===== config.mk =====
export PLATFORM = sky130hd
export DESIGN_NAME = mult_div_unit
export DESIGN_NICKNAME = d
export VERILOG_FILES = /design/src/rtl/mips_pkg.sv /design/src/rtl/mult_div_unit.sv
export SDC_FILE = /design/constraint.sdc
export NUM_CORES = 1
export LEC_CHECK = 0
export BUFFER_PORTS_ARGS = -buffer_cell sky130_fd_sc_hd__buf_4
export CORE_MARGIN = 2
export CORE_UTILIZATION = 45
export CTS_CLUSTER_SIZE = 25
export DETAILED_ROUTE_END_ITERATION = 10
export GPL_TIMING_DRIVEN = 0
export PLACE_DENSITY = 0.66
export SKIP_CTS_REPAIR_TIMING = 1
export SYNTH_ARGS = -nofsm -noshare
export SYNTH_HDL_FRONTEND = slang
export SYNTH_SLANG_ARGS = --single-unit

===== constraint.sdc =====
create_clock -name clk -period 5.01 [get_ports clk]
set_input_delay 0.2505 -clock clk [delete_from_list [all_inputs] [get_ports clk]]
set_output_delay 0.2505 -clock clk [all_outputs]
set_load 0.01 [all_outputs]

===== src/rtl/mips_pkg.sv =====
// Shared MIPS definitions: HI/LO func codes, multiply/divide FSM states and
// the conditional-negate helper used for sign handling.
package mips_pkg;

  localparam logic [5:0] F_MULT  = 6'b011000;
  localparam logic [5:0] F_MULTU = 6'b011001;
  localparam logic [5:0] F_DIV   = 6'b011010;
  localparam logic [5:0] F_DIVU  = 6'b011011;
  localparam logic [5:0] F_MTHI  = 6'b010001;
  localparam logic [5:0] F_MTLO  = 6'b010011;

  typedef enum logic [1:0] {IDLE, RUN, FIX} state_t;

  // Wide enough for a 2*WIDTH product; callers cast the result back down.
  localparam int ABS_W = 128;

  function automatic logic [ABS_W-1:0] abs_val(input logic [ABS_W-1:0] v,
                                               input logic             neg);
    return neg ? -v : v;
  endfunction

endpackage


===== src/rtl/mult_div_unit.sv =====
// Iterative multiply/divide unit with architectural HI/LO registers.
// One shift-add or restoring-divide step per cycle; WIDTH must be even, 4..64.
module mult_div_unit
  import mips_pkg::*;
#(
  parameter int WIDTH = 32
) (
  input  logic             clk,
  input  logic             rst_n,
  input  logic             start,
  input  logic [5:0]       func,
  input  logic [WIDTH-1:0] rs_val,
  input  logic [WIDTH-1:0] rt_val,
  input  logic             flush,
  output logic             busy,
  output logic             done,
  output logic [WIDTH-1:0] hi,
  output logic [WIDTH-1:0] lo
);

  localparam int CW = $clog2(WIDTH) + 1;
  localparam int W2 = 2 * WIDTH;

  state_t           state;
  logic [CW-1:0]    cnt;
  logic [W2-1:0]    acc;
  logic [WIDTH-1:0] opnd;
  logic             op_div, qneg, rneg;

  logic             is_mul, is_div, is_signed, rs_neg, rt_neg;
  logic [WIDTH-1:0] mag_rs, mag_rt;

  always_comb begin
    is_mul    = (func == F_MULT) || (func == F_MULTU);
    is_div    = (func == F_DIV)  || (func == F_DIVU);
    is_signed = (func == F_MULT) || (func == F_DIV);
    rs_neg    = is_signed & rs_val[WIDTH-1];
    rt_neg    = is_signed & rt_val[WIDTH-1];
    mag_rs    = WIDTH'(abs_val(ABS_W'(rs_val), rs_neg));
    mag_rt    = WIDTH'(abs_val(ABS_W'(rt_val), rt_neg));
  end

  // Shared adder: multiply adds the multiplicand to the upper half; divide
  // subtracts the divisor from the left-shifted remainder (carry-out = no borrow).
  logic [WIDTH:0]   add_a, add_b;
  logic             add_cin;
  logic [WIDTH+1:0] add_sum;
  logic [W2-1:0]    acc_nx;

  always_comb begin
    if (op_div) begin
      add_a   = acc[W2-1:WIDTH-1];
      add_b   = ~{1'b0, opnd};
      add_cin = 1'b1;
    end else begin
      add_a   = {1'b0, acc[W2-1:WIDTH]};
      add_b   = {1'b0, opnd};
      add_cin = 1'b0;
    end
    add_sum = {1'b0, add_a} + {1'b0, add_b} + {{(WIDTH+1){1'b0}}, add_cin};
    if (op_div)
      acc_nx = add_sum[WIDTH+1] ? {add_sum[WIDTH-1:0], acc[WIDTH-2:0], 1'b1}
                                : {acc[W2-2:0], 1'b0};
    else
      acc_nx = acc[0] ? {add_sum[WIDTH:0], acc[WIDTH-1:1]}
                      : {1'b0, acc[W2-1:1]};
  end

  logic [W2-1:0]    prod;
  logic [WIDTH-1:0] quo, rem, fix_hi, fix_lo;

  always_comb begin
    prod   = W2'(abs_val(ABS_W'(acc), qneg));
    quo    = WIDTH'(abs_val(ABS_W'(acc[WIDTH-1:0]), qneg));
    rem    = WIDTH'(abs_val(ABS_W'(acc[W2-1:WIDTH]), rneg));
    fix_hi = op_div ? rem : prod[W2-1:WIDTH];
    fix_lo = op_div ? quo : prod[WIDTH-1:0];
  end

  always_ff @(posedge clk) begin
    if (!rst_n) begin
      state  <= IDLE;
      cnt    <= '0;
      acc    <= '0;
      opnd   <= '0;
      op_div <= 1'b0;
      qneg   <= 1'b0;
      rneg   <= 1'b0;
      busy   <= 1'b0;
      done   <= 1'b0;
      hi     <= '0;
      lo     <= '0;
    end else if (flush) begin
      state <= IDLE;
      busy  <= 1'b0;
      done  <= 1'b0;
    end else begin
      done <= 1'b0;
      case (state)
        IDLE: begin
          if (start) begin
            if (is_mul || is_div) begin
              op_div <= is_div;
              // Divide-by-zero keeps the all-ones quotient unsigned-looking.
              qneg   <= (rs_neg ^ rt_neg) & ~(is_div & (rt_val == '0));
              rneg   <= rs_neg;
              acc    <= is_div ? {{WIDTH{1'b0}}, mag_rs} : {{WIDTH{1'b0}}, mag_rt};
              opnd   <= is_div ? mag_rt : mag_rs;
              cnt    <= '0;
              busy   <= 1'b1;
              state  <= RUN;
            end else if (func == F_MTHI) begin
              hi <= rs_val;
            end else if (func == F_MTLO) begin
              lo <= rs_val;
            end
          end
        end
        RUN: begin
          acc <= acc_nx;
          cnt <= cnt + CW'(1);
          if (cnt == CW'(WIDTH - 1)) state <= FIX;
        end
        FIX: begin
          hi    <= fix_hi;
          lo    <= fix_lo;
          done  <= 1'b1;
          busy  <= 1'b0;
          state <= IDLE;
        end
        default: state <= IDLE;
      endcase
    end
  end

endmodule


==> run_results.csv <==
group,metric,value,unit
status,status,"finished with violations",
status,violations,"capacitance limit, slew limit",
logic_synthesis,synth_cell_types,86,
route,wl_per_cell,25.4,um
logic_synthesis,synth.avg_cell_area,7.27,um2
min_path,hold_path.class,"input port to flop",
floorplan,start_util,0.454,
timing,fin_tns_setup,0,ns
worst_setup_path,crit_chain,"buf_6 > clkbuf_4 > clkbuf_4 > mux2_2 > ha_1 > buf_2 > nand4_1 > nor3_1 > a311o_1 > a311o_1 > a311o_1 > nand2_2 > buf_4 > nor2_1 > o41ai_1",
layout,layout.nets,2226,
placement,portBuffers,137,
logic_synthesis,synth_edf_count,0,
timing,rsz0062_at_grt,"false",
timing,hold_violations,0,
placement,dpl.hpwl,51.2,mm
worst_setup_path,crit_start,"op_div",
route,dr.pass1.iters,8,
worst_setup_path,endpoint_kind,"flop",
global_route,grt_overflow,0,
worst_setup_path,critPathMaxStageDelay,0.46,ns
timing,report.final.slew_viol_count,8,
floorplan,fp.dieH,182,um
clocking,cts.sinks,173,
clocking,cts_tree,"yes",
worst_setup_path,critPathBufInv,5,
power,switching_share,0.307,
logic_synthesis,synth_flop_cell,"dfxtp_1",
worst_setup_path,cp_max_fo,11,
logic_synthesis,yosysTopAreaCell,"dfxtp_1",
worst_setup_path,required,5.35,ns
logic_synthesis,synth_top_area_frac,0.243,
route,drt-initial-drc-count,2498,
timing,worst_pin_slew,1.53,ns
placement,post-place-cells,2498,
timing,post-route-period-util,0.965,
power,pwr-share-seq,0.422,
power,p_leak,0.00668,uW
global_route,track_usage,0.381,
layout,fillers,3172,
logic_synthesis,ys_seq_area_frac,0.243,
route,vias,16460,
logic_synthesis,synth-seq-cells,173,
timing,finalCriticalPeriod,4.83,ns
placement,dp_slack,-1.50,ns
worst_setup_path,crit_top_cell,"a311o_1",
logic_synthesis,yosysWarnings,0,
timing,setup_violations,0,
logic_synthesis,synth.top_cells.by_area,"dfxtp_1 24%, nand2_1 6.1%, nor2_1 6.0%",
placement,gp_congestion,1.03,
logic_synthesis,syn-num-nets,2070,
layout,stdcell_count,2532,
layout,syn2layout_area_growth,15.7,%
timing,slew_headroom,-0.0274,
logic_synthesis,synthCells,1959,
floorplan,ios,140,
clocking,cts_root_buffer,"clkbuf_16",
timing,max_freq,207,MHz
clocking,numCtsBuffers,17,
power,p_switching,1010,uW
worst_setup_path,r2r-start,"op_div",
power,combPwrFrac,0.130,
timing,whs,0.119,ns
power,power_density,200,nW/um2
global_route,grt_pass1_vias,15005,
timing,fin_worst_skew,0.0204,ns
power,p_int,2280,uW
worst_setup_path,crit_family,"compound AO/OA/AOI/OAI gates",
route,drc,0,
route,via_per_inst,6.50,
logic_synthesis,async_reset_ff_frac,0,
global_route,antenna_found_initial,0,
power,ir_drop,0.000241,V
floorplan,core_area,31400,um2
floorplan,die_area,33100,um2
clocking,clk_path_buf_depth,2,
global_route,grt_pass1_wl,95.2,mm
clocking,insertion_delay,0.47,ns
clocking,htreeDepth,4,
worst_setup_path,crit_arrival,5.17,ns
layout,layout-drive-gt1-share,0.137,
global_route,grt_start_max_net_pins,19,
clocking,clkSlewWorstSetupHoldPaths,0.09,ns
worst_setup_path,cpMaxStageDelayCell,"dfxtp_4",
floorplan,num_rows,65,
power,pwr-share-clk,0.447,
timing,fin_ws,0.175,ns
flow_run,max_cap_violations,1,
route,wirelength,64.3,mm
worst_setup_path,critPathKind,"flop to flop",
worst_setup_path,critPathLaunchType,"flop",
floorplan,die_width,182,um
route,antenna_left,0,
logic_synthesis,netlist_area,14200,um2
min_path,min_from,"rs_val[0]",
## cell usage after synthesis (all sizes together) (23+ instances only)
library cell,number
o41ai,31
dfxtp,173
mux2,46
o211ai,27
xor2,96
nand3,47
buf,34
a21o,28
o31ai,40
ha,36
xnor2,77
a21oi,168
clkbuf,135
a31oi,29
nor2,227
nand2,233
o21ai,123
nor3,62
mux2i,24
a211oi,48
inv,23
## cell families (layout without fill, tap and decap cells)
family	count (synthesis)	in the layout	share of synthesized area
other	0	2	0
buffers and inverters	192	361	0.0536
AND/OR/NAND/NOR	720	720	0.235
flip-flops	173	173	0.243
AO/OA/AOI/OAI	594	594	0.275
multiplexers	70	70	0.0533
adder cells (fa/ha/maj)	37	37	0.0330
XOR/XNOR	173	173	0.106
## metrics by stage
step	instance area, um2	total power, uW	utilization
after floorplan	14200	1640	-
after global placement	15800	1830	0.502
after detailed placement	15800	1830	0.502
after CTS	16400	3250	0.522
after global routing	16500	3350	0.524
final	16500	3300	0.525
## cell usage in the layout (no fill, tap or decap), types with 60 or more instances in the layout
cell type	n
a21oi_1	166
buf_4	141
clkbuf_1	126
dfxtp_1	172
nand2_1	232
nor2_1	226
nor3_1	60
o21ai_0	112
xnor2_1	77
xor2_1	96
## worst paths after layout
check	to	slack [ns]	cells after the start
max reg2reg	acc[48]	0.18	15
min reg2reg	hi[1]	0.45	2
max	acc[48]	0.18	15
min	lo[0]	0.12	3
## power by group through the flow
stage,Clock [uW],Sequential [uW],Combinational [uW]
5_1_grt,1510,1390,443
2_1_floorplan,0,1420,216
3_3_place_gp,0,1420,406
4_1_cts,1450,1390,408
6_report,1470,1390,429
3_5_place_dp,0,1420,407
## cell type report
cell class	count	area [um2]	share of cell area
plain buffers	168	702	0.0426
repair buffers	138	1040	0.0629
clock buffers	17	425	0.0258
well taps	402	503	0.0305
inverters	23	86.3	0.00524
clock inverters	15	201	0.0122
diodes	2	5.00	0.000304
multi-input cells	1594	10000	0.610
flip-flops and latches	173	3470	0.211
## routing by layer
metal / track usage / up-vias / wire length (um)
met5: 0 / - / 0
met1: 0.549 / 7767 / 28200
li1: - / 7437 / -
met4: 0.156 / 0 / 2710
met2: 0.545 / 1106 / 25800
met3: 0.0856 / 150 / 7580
## registers in the layout, indices dropped and copies added, names as in the netlist, 2 cells and up
signal and flops:
cnt 6, hi 32, opnd 32, state 2, lo 32, acc 64
## tightest hold or removal path: stages
cell and delay, ns:
buf_4 0.16, nand2_1 0.07, a311oi_1 0.07
Power figures use the tool's default switching activity.
